### config.mk
export PLATFORM = sky130hd
export DESIGN_NAME = vend_ctrl_multi
export DESIGN_NICKNAME = d
export VERILOG_FILES = /design/src/rtl/vend_pkg.sv /design/src/rtl/vend_disp_timer.sv /design/src/rtl/vend_ctrl_multi.sv
export SDC_FILE = /design/constraint.sdc
export NUM_CORES = 1
export LEC_CHECK = 0
export CELL_PAD_IN_SITES_DETAIL_PLACEMENT = 1
export CELL_PAD_IN_SITES_GLOBAL_PLACEMENT = 2
export CORE_MARGIN = 5
export CORE_UTILIZATION = 25
export DETAILED_ROUTE_END_ITERATION = 12
export PLACE_DENSITY = 0.68
export SKIP_LAST_GASP = 1
export SLEW_MARGIN = 20
export SYNTH_ARGS = -nofsm -noshare
export SYNTH_HDL_FRONTEND = slang
export SYNTH_HIERARCHICAL = 1
export SYNTH_SLANG_ARGS = --single-unit
### constraint.sdc
create_clock -name clk -period 2.15 [get_ports clk]
set_input_delay 0.215 -clock clk [delete_from_list [all_inputs] [get_ports clk]]
set_output_delay 0.215 -clock clk [all_outputs]
set_load 0.005 [all_outputs]
### src/rtl/vend_pkg.sv
// rtl/vend_pkg.sv - shared types, coin constants and price lookup for the vending controller
package vend_pkg;

    typedef enum logic [1:0] {
        ST_IDLE,
        ST_DISPENSE,
        ST_CHANGE,
        ST_REFUND
    } vend_state_e;

    localparam logic [3:0] COIN_1  = 4'd1;
    localparam logic [3:0] COIN_2  = 4'd2;
    localparam logic [3:0] COIN_5  = 4'd5;
    localparam logic [3:0] COIN_10 = 4'd10;

    // Price tables are zero-extended to this width so one function serves any parameterisation
    localparam int PT_MAX_W = 256;

    function automatic logic is_valid_coin(input logic [3:0] c);
        return (c == COIN_1) || (c == COIN_2) || (c == COIN_5) || (c == COIN_10);
    endfunction

    function automatic logic [31:0] price_of(input logic [PT_MAX_W-1:0] tbl,
                                             input int unsigned idx,
                                             input int unsigned w);
        logic [31:0] r;
        r = '0;
        for (int unsigned b = 0; b < 32; b++) begin
            if (b < w && (idx * w + b) < PT_MAX_W) begin
                r[b] = tbl[8'(idx * w + b)];
            end
        end
        return r;
    endfunction

endpackage

### src/rtl/vend_disp_timer.sv
// rtl/vend_disp_timer.sv - down-counter timing the dispense phase
module vend_disp_timer #(
    parameter int DISP_CYC = 16
) (
    input  logic clk,
    input  logic rst_n,
    input  logic start,
    output logic done
);

    localparam int CNT_W = $clog2(DISP_CYC + 1);

    logic [CNT_W-1:0] cnt_q, cnt_d;

    always_comb begin
        cnt_d = cnt_q;
        if (start) begin
            cnt_d = CNT_W'(DISP_CYC);
        end else if (cnt_q != '0) begin
            cnt_d = cnt_q - 1'b1;
        end
    end

    always_ff @(posedge clk or negedge rst_n) begin
        if (!rst_n) begin
            cnt_q <= '0;
        end else begin
            cnt_q <= cnt_d;
        end
    end

    // Loaded on the edge that enters DISPENSE, so the last dispense cycle sees a count of one
    assign done = (cnt_q == CNT_W'(1));

endmodule

### src/rtl/vend_ctrl_multi.sv
// rtl/vend_ctrl_multi.sv - multi-product vending controller with credit, change and refund
module vend_ctrl_multi
    import vend_pkg::*;
#(
    parameter int                          NUM_PROD   = 4,
    parameter int                          PRICE_W    = 8,
    parameter logic [NUM_PROD*PRICE_W-1:0] PRICES     = {8'd25, 8'd20, 8'd15, 8'd10},
    parameter int                          DISP_CYC   = 16,
    parameter logic [PRICE_W-1:0]          MAX_CREDIT = 8'd50
) (
    input  logic                        clk,
    input  logic                        rst_n,
    input  logic                        coin_valid,
    input  logic [3:0]                  coin_in,
    input  logic                        sel_valid,
    input  logic [$clog2(NUM_PROD)-1:0] sel_id,
    input  logic                        cancel,
    output logic                        dispense,
    output logic [$clog2(NUM_PROD)-1:0] dispense_id,
    output logic                        bad_coin,
    output logic                        short_credit,
    output logic                        change_valid,
    output logic [PRICE_W-1:0]          change_amt,
    output logic [PRICE_W-1:0]          credit,
    output logic                        busy
);

    localparam int SEL_W = $clog2(NUM_PROD);

    vend_state_e        state_q, state_d;
    logic [PRICE_W-1:0] credit_q, credit_d;
    logic [PRICE_W-1:0] hold_q, hold_d;
    logic [PRICE_W-1:0] chg_amt_q, chg_amt_d;
    logic [SEL_W-1:0]   id_q, id_d;
    logic               disp_q, disp_d;
    logic               bad_q, bad_d;
    logic               short_q, short_d;
    logic               chg_valid_q, chg_valid_d;
    logic               busy_q, busy_d;

    logic               timer_start;
    logic               timer_done;
    logic [PRICE_W:0]   coin_sum;
    logic               coin_ok;
    logic [PRICE_W-1:0] price;
    logic               sel_ok;

    vend_disp_timer #(.DISP_CYC(DISP_CYC)) u_timer (
        .clk   (clk),
        .rst_n (rst_n),
        .start (timer_start),
        .done  (timer_done)
    );

    // One extra bit on the sum so an overflowing coin is caught rather than wrapped
    assign coin_sum = {1'b0, credit_q} + (PRICE_W+1)'(coin_in);
    assign coin_ok  = is_valid_coin(coin_in) && (coin_sum <= {1'b0, MAX_CREDIT});
    assign price    = PRICE_W'(price_of(PT_MAX_W'(PRICES), 32'(sel_id), PRICE_W));
    assign sel_ok   = (32'(sel_id) < 32'(NUM_PROD)) && (credit_q >= price);

    always_comb begin
        state_d     = state_q;
        credit_d    = credit_q;
        hold_d      = hold_q;
        id_d        = id_q;
        bad_d       = 1'b0;
        short_d     = 1'b0;
        timer_start = 1'b0;
        case (state_q)
            ST_IDLE: begin
                if (cancel && credit_q != '0) begin
                    state_d  = ST_REFUND;
                    hold_d   = credit_q;
                    credit_d = '0;
                    bad_d    = coin_valid;
                end else if (sel_valid) begin
                    bad_d = coin_valid;
                    if (sel_ok) begin
                        state_d     = ST_DISPENSE;
                        id_d        = sel_id;
                        hold_d      = credit_q - price;
                        credit_d    = '0;
                        timer_start = 1'b1;
                    end else begin
                        short_d = 1'b1;
                    end
                end else if (coin_valid) begin
                    if (coin_ok) begin
                        credit_d = coin_sum[PRICE_W-1:0];
                    end else begin
                        bad_d = 1'b1;
                    end
                end
            end
            ST_DISPENSE: begin
                bad_d = coin_valid;
                if (timer_done) begin
                    state_d = (hold_q != '0) ? ST_CHANGE : ST_IDLE;
                end
            end
            ST_CHANGE, ST_REFUND: begin
                bad_d   = coin_valid;
                state_d = ST_IDLE;
            end
            default: state_d = ST_IDLE;
        endcase

        // Outputs follow the next state so they line up with state_q after the edge
        disp_d      = (state_d == ST_DISPENSE);
        busy_d      = (state_d != ST_IDLE);
        chg_valid_d = (state_d == ST_CHANGE) || (state_d == ST_REFUND);
        chg_amt_d   = chg_valid_d ? hold_d : '0;
    end

    always_ff @(posedge clk or negedge rst_n) begin
        if (!rst_n) begin
            state_q     <= ST_IDLE;
            credit_q    <= '0;
            hold_q      <= '0;
            chg_amt_q   <= '0;
            id_q        <= '0;
            disp_q      <= 1'b0;
            bad_q       <= 1'b0;
            short_q     <= 1'b0;
            chg_valid_q <= 1'b0;
            busy_q      <= 1'b0;
        end else begin
            state_q     <= state_d;
            credit_q    <= credit_d;
            hold_q      <= hold_d;
            chg_amt_q   <= chg_amt_d;
            id_q        <= id_d;
            disp_q      <= disp_d;
            bad_q       <= bad_d;
            short_q     <= short_d;
            chg_valid_q <= chg_valid_d;
            busy_q      <= busy_d;
        end
    end

    assign dispense     = disp_q;
    assign dispense_id  = id_q;
    assign bad_coin     = bad_q;
    assign short_credit = short_q;
    assign change_valid = chg_valid_q;
    assign change_amt   = chg_amt_q;
    assign credit       = credit_q;
    assign busy         = busy_q;

endmodule
==> results of run 1 <==
## kinds of logic (layout without fill, tap and decap cells)
family,after synthesis,in the layout,synth area share [%]
fa+ha+maj,14,14,8.12
xor+xnor,6,6,2.24
simple gates,81,81,19.2
compound gates,75,75,23.5
flops,38,38,40.6
mux,3,3,1.33
buf+inv,29,150,5.02
## state kept, by name (all words and copies together), names as in the netlist, 2 cells and up
| signal | flops |
|---|---|
| state_q | 2 |
| change_amt | 8 |
| u_timer/cnt_q | 5 |
| dispense_id | 2 |
| credit | 8 |
| hold_q | 8 |
## metrics by stage
step	setup TNS [ns]	total power [mW]	area (µm²)	hold WS [ns]	util [%]
after global placement	-17.78	3.88	3390	0.299	36.8
after floorplan	-0.600	2.66	2450	-0.0806	-
after detailed placement	-18.20	3.95	3390	0.302	36.8
after CTS	-2.89	4.96	3740	0.348	40.7
final	-3.55	5.27	3940	0.350	42.8
after global routing	-6.93	5.64	3940	0.373	42.8
## worst paths after layout
kind / end / cells past startpoint
min reg2reg: dispense_id[1] / 2
min: dispense_id[0] / 3
max in group asynchronous: credit[4] / 3
max: credit[1] / 10
min in group asynchronous: u_timer/cnt_q[2] / 3
max reg2reg: credit[1] / 10
## cell usage in the layout (no fill, tap or decap), types with 3 or more instances in the layout
master and n:
buf_4 72, dfrtp_1 36, clkdlybuf4s50_1 30, inv_1 19
nor2_1 19, nand2_1 16, buf_6 12, a21oi_1 10
ha_1 7, clkbuf_8 6, inv_2 5, o21ai_0 5
a211oi_2 5, nor2_2 5, o21ai_1 5, ha_4 5
o21a_1 4, nand3_1 4, o22ai_1 4, xnor2_1 4
nor2b_1 4, o31a_1 3, nor3_2 3, a21oi_4 3
and3_1 3, a32oi_1 3
## worst reg2reg max path, stage by stage, from the launching register on
cell and delay [ns]:
dfrtp_1 0.41, buf_6 0.13, ha_4 0.13, inv_2 0.04, fa_2 0.40, nand2b_4 0.18
a21oi_4 0.18, mux2i_4 0.29, nor2_2 0.08, a41o_4 0.29, o221ai_2 0.16
## power by group
group / internal, mW / total [mW] / switching [mW]
combinational: 1.75 / 3.29 / 1.54
clock: 0.495 / 0.764 / 0.269
sequential: 0.993 / 1.22 / 0.227
## cells in the mapped netlist, types with 3 or more instances
| cell type | instances | area, µm² |
|---|---|---|
| o31a_1 | 3 | 26.3 |
| o21ai_0 | 12 | 60.1 |
| nand2b_1 | 3 | 18.8 |
| nand2_1 | 16 | 60.1 |
| nor4_1 | 3 | 18.8 |
| nor2_1 | 25 | 93.8 |
| a31oi_1 | 4 | 25.0 |
| a211oi_1 | 6 | 45.0 |
| nand3_1 | 5 | 25.0 |
| o22ai_1 | 4 | 25.0 |
| o21a_1 | 5 | 37.5 |
| xnor2_1 | 5 | 43.8 |
| clkbuf_1 | 3 | 11.3 |
| dfrtp_1 | 38 | 951 |
| nor2b_1 | 6 | 37.5 |
| a21oi_1 | 15 | 75.1 |
| nor3_1 | 3 | 15.0 |
| ha_1 | 12 | 150 |
| and3_1 | 3 | 18.8 |
| inv_1 | 24 | 90.1 |
| a32oi_1 | 3 | 26.3 |
## layer usage
metal  GRT usage [%]  vias to the layer above
li1                -                     1136
met3            2.71                       11
met1            16.4                     1133
met2            23.8                       38
met4            4.02                        0
met5               0                        -
## what timing repair did
item / CTS / global route
hold buffers: 1 / 0
pin swaps: 16 / 29
endpoints found under the setup margin: 36 / 38
endpoints found under the hold margin: 38 / 0
gates cloned: 0 / 0
resized for setup: 25 / 37
setup buffers: 14 / 9
## area by class of cell
cell class | instances | area (µm²) | area share [%]
Clock buffer | 6 | 82.6 | 2.10
Clock inverter | 2 | 60.1 | 1.52
Inverter | 24 | 90.1 | 2.29
Multi-Input combinational cell | 179 | 1610 | 40.8
Sequential cell | 38 | 953 | 24.2
Tap cell | 111 | 139 | 3.53
Timing Repair Buffer | 118 | 1010 | 25.6
==> results.md, run 1 <==
- Status: complete, but fails checks
- Failing checks: setup timing
- Total CTS buffers: 5
- Sink Count: 38
- Drt first pass iters: 4
- Final nets: 391
- Layout cells sized above 1: 42.8%
- Worst setup SP type: register
- Worst skew pair latency: 0.30 ns
- Worst setup margin: -0.221 ns
- Non-Filler Instances: 478
- Core box area: 0.00920 mm²
- RePlAce Congestion: 0.812
- GR Overflow Total: 0
- Dpl cells: 452
- Unrepaired setup endpoints after global routing: yes
- Clock buffer depth: 2
- Avg WL per Cell: 16.3 µm
- Port Buffer Count: 33
- CP arrival: 2.59 ns
- DR iter-0 viols: 89
- H-Tree Depth: 2
- Die Y-Extent: 107 µm
- Vias per cell: 4.85
- Final Critical Period: 2.37 ns
- Mean post-synth cell area: 9.53 µm²
- Largest net degree at the start of global routing: 39
- Hold Fails Final Rpt: 0
- Flip-flop and latch count after synthesis: 38
- Hold Path Origin: sel_id[0]
- HPWL Detailed: 5.55 mm
- Actual slew at the worst max-slew pin: 0.507 ns
- Critical path's top delay family: compound AO/OA/AOI/OAI gates
- Routed Wire Length: 7.81 mm
- Area growth, synth to finish: 68.1%
- DR vias: 2318
- Diodes inserted: 0
- Slew Limit Fails: 0
- Initial antenna violation count: 0
- Critical Path Source: credit[0]
- Mapped cell area: 0.00234 mm²
- Die Wd: 107 µm
- Ys flop type: dfrtp_1
- CTS clock-pin slew for the worst setup and hold paths: 0.08 ns
- CTS tree: yes
- Yosys warnings: 6
- First-pass GRT wire length: 12.3 mm
- Highest routed layer: met4
- Metal-1 WL: 3.46 mm
- CTS root buffer: clkbuf_8
- Antenna-violating nets left: 0
- Row cnt: 35
- Worst Hold Class: primary input to register
- Slowest cell delay on critical path: 0.41 ns
- Worst Path Max Fanout: 7
- Max-cap violations: 0
- R2R Setup Slk: -0.22 ns
- Met2 routed WL: 4.02 mm
- Leak pwr: 1.73 nW
- Clock skew: 0.00573 ns
- Register area share after synthesis: 40.6%
- Power density over the cells: 1340 mW/mm²
- Syn Inst Count: 246
- Fillers: 1050
- Initial Util: 25.5%
- Crit path capture type: register
- Fmax: 422 MHz
- Buf/Inv on CP: 2
- Maximum VDD drop: 0.000504 V
- Number of global-route vias before repair: 2501
- Worst reg2reg startpoint: credit[0]
- Final setup violation count: 25
- Crit Path Category: register to register
- Die area: 0.0114 mm²
- Netlist cell types: 60
- Max_slew headroom: 66.1%
- Dpl ws: -0.714 ns
- CP max stage cell: dfrtp_1
- EDFF count, synth: 0
- Net Count, Synth: 271
- Gr usage total: 13.4%
- # DRC: 0
- Met3 wirelength from detailed routing: 190 µm
- CP required: 2.37 ns
- Crit-path cells: buf_6, ha_4, inv_2, fa_2, nand2b_4, a21oi_4, mux2i_4, nor2_2, a41o_4, o221ai_2
- Synth async-reset ratio: 100%
- Tcrit/Tclk final: 110%
- I/O pin total: 34
Note: power is estimated with default switching activity, not from simulation.
==> inputs of run 2 (changes only) <==
--- a/config.mk
+++ b/config.mk
@@ -9,6 +9,7 @@
 export CELL_PAD_IN_SITES_GLOBAL_PLACEMENT = 2
 export CORE_MARGIN = 5
 export CORE_UTILIZATION = 25
+export CTS_CLUSTER_DIAMETER = 50
 export DETAILED_ROUTE_END_ITERATION = 12
 export PLACE_DENSITY = 0.68
 export SKIP_LAST_GASP = 1
==> results of run 2 <==
Same layout as run 1: the final DEF is identical, and so are final timing and power.
==> variant: new RTL, config.mk and constraints of run 2 <==
Register the output `credit` once more, without a reset; this adds one clock of latency there. The other outputs are not delayed to match.
--- a/src/rtl/vend_ctrl_multi.sv
+++ b/src/rtl/vend_ctrl_multi.sv
@@ -146,3 +146,5 @@
     assign change_amt   = chg_amt_q;
-    assign credit       = credit_q;
+    always_ff @(posedge clk) begin
+        credit <= credit_q;
+    end
     assign busy         = busy_q;
Formal check against the unedited RTL: not equivalent (a bounded check fails within 4 cycles, from zero or initial values and one cycle with rst_n low).
==> variant against run 2 <==
- worst setup slack gained 0.077 ns
- sequential cell count grew 8
- core utilization down 1.8 points
- wire length is essentially flat
- combinational power decreased by 5%
- non-clock buffer count fell by 6
- total power is 3.5% lower
- synthesized area up 6.8%
- cell count is 5.0% higher
- the run still ends with negative setup slack left
- cell area is 1.8% higher
- largest cell class unchanged
- critical endpoint is now change_amt[5]
==> variant: results (changes against run 2) <==
Run status
  – Status: complete, but fails checks
  – Violated checks: negative setup slack

Cells and area
  – Final #Nets: 393 (+0.51%)
  – Final Non-Filler Cells: 502 (+5.0%)
  – Layout cells sized above 1: 0.415 (-0.0132)
  – Ant diodes: 0 (unchanged)

Global route
  – Grt met3 use: 0.0233 (-0.00380)
  – First-pass GRT wire length: 12800 µm (+4.8%)
  – Largest net degree at the start of global routing: 24 (-38%)
  – GRT Overall Usage: 0.137 (+0.00250)
  – GR Layer Usage met1: 0.166 (+0.00215)
  – Met2 Track Usage GR: 0.252 (+0.0134)
  – Vias in the first global route: 2557 (+2.2%)

Setup path
  – Worst-path maximum fanout: 7 (unchanged)
  – CP arrival: 2.49 ns (-0.10 ns)
  – Critical path's slowest cell: dfrtp_1
  – Top cell family by delay on the critical path: simple AND/OR/NAND/NOR gates
  – Slowest cell delay on critical path: 0.43 ns (+0.02 ns)

Logic synthesis
  – Syn Nets: 279 (+3.0%)
  – Yosys cell types: 61 (+1.7%)
  – Synthesis Warnings: 6 (unchanged)
  – Top cells by count, synth: dfrtp_1, nor2_1, inv_1
  – Synth top area cells: dfrtp_1, dfxtp_1, ha_1
  – Top FF cell, synth: dfrtp_1
  – Register area share after synthesis: 0.444 (+0.0380)
  – Asr flop ratio synth: 0.826 (-0.174)
  – Mean Syn Cell Area: 9.86 µm² (+3.5%)

CTS
  – Worst-Skew Late Latency: 0.30 ns (about the same)
  – CTS root buffer: clkbuf_8
  – Clock transition at path regs: 0.09 ns
  – CTS Buf Count: 5 (unchanged)

Timing
  – # setup viols final: 25 (unchanged)
  – Final Skew: 0.00554 ns (-0.000182 ns)
  – Worst setup margin: -0.144 ns (+0.0765 ns)
  – Slew HR: 0.701 (+0.0400)

Placement
  – I/O Buffers: 33 (unchanged)
  – Placer congestion estimate: 0.807 (-0.58%)
  – Dpl cells: 472 (+4.4%)
  – Dpl hpwl: 5760 µm (+3.8%)
  – DP Area: 0.00350 mm² (+3.3%)

Hold path
  – HP Class: in2reg

Detailed routing
  – DRT iter0 DRCs: 36 (-60%)
  – Wirelength per Cell: 15.6 µm (-4.8%)
  – Drt pass-1 iters: 4 (unchanged)
  – Via-to-Cell Ratio: 4.68 (-3.5%)

Pwr
  – P_leak: 1.73 nW (+0.42%)
  – Int Power: 3.05 mW (-5.7%)
  – Worst vdd ir: 0.000492 V (-2.5%)
variant: path summary, 6_finish.rpt:
| check | cells past startpoint | end | startpoint | slack [ns] |
|---|---|---|---|---|
| setup reg to reg | 9 | change_amt[5] | credit_q[0] | -0.14 |
| hold / removal | 3 | dispense_id[0] | sel_id[0] | 0.36 |
| max in group asynchronous | 3 | hold_q[2] | rst_n | 1.14 |
| setup / recovery | 9 | change_amt[5] | credit_q[0] | -0.14 |
| min in group asynchronous | 2 | u_timer/cnt_q[2] | rst_n | 0.37 |
| hold reg to reg | 2 | dispense_id[0] | dispense_id[0] | 0.49 |
variant: through the flow:
step	hold slack [ns]	worst slack [ns]	utilization	total power, mW	TNS, ns
final	0.359	-0.144	0.410	5.09	-2.01
after global placement	0.179	-0.644	0.358	3.99	-17.57
after detailed placement	0.185	-0.697	0.358	4.05	-18.74
after global routing	0.384	-0.256	0.410	5.49	-5.21
after CTS	0.356	-0.196	0.391	4.91	-2.62
after floorplan	-0.0806	-0.120	-	2.83	-0.441
variant: worst register-to-register path, delay by kind of cell, from the launching register on:
family / cells / cell delay [ns]
flops: 1 / 0.43
buf+inv: 3 / 0.44
compound gates: 2 / 0.31
simple gates: 4 / 1.01
variant: cell families (layout without fill, tap and decap cells):
| family | Yosys count | in the layout | share of synthesized area |
|---|---|---|---|
| simple gates | 81 | 81 | 0.179 |
| compound gates | 75 | 75 | 0.220 |
| flops | 46 | 46 | 0.444 |
| buf+inv | 29 | 144 | 0.0470 |
| fa+ha+maj | 14 | 14 | 0.0760 |
| xor+xnor | 6 | 6 | 0.0210 |
| mux | 3 | 3 | 0.0125 |
variant: per-layer routing:
layer / vias up / share of wire / wire length (µm)
li1: 1153 / - / -
met1: 1158 / 0.44 / 3420
met2: 32 / 0.53 / 4110
met3: 7 / 0.024 / 191
met4: 0 / 0.011 / 89
met5: - / 0 / 0
variant: area by class of cell:
class / count / area, µm²
clock buffers: 5 / 68.8
clock inverters: 3 / 21.3
flip-flops and latches: 46 / 1110
repair buffers: 112 / 966
multi-input cells: 179 / 1580
inverters: 24 / 90.1
fillers: 1113 / 5770
well taps: 133 / 166
variant: power groups by stage:
stage	registers, mW	clock network, mW	logic (mW)
after floorplan	1.40	0	1.43
after global placement	1.43	0	2.56
after detailed placement	1.44	0	2.61
after CTS	1.43	0.574	2.91
after global routing	1.48	0.626	3.39
final	1.43	0.549	3.11
variant: timing repair:
action                                  4_1_cts  5_1_grt
hold endpoints to repair                     15        0
gates resized for setup                      31       30
pin swaps                                    10       17
hold buffers                                  1        0
endpoints found under the setup margin       36       38
setup buffers                                12       10
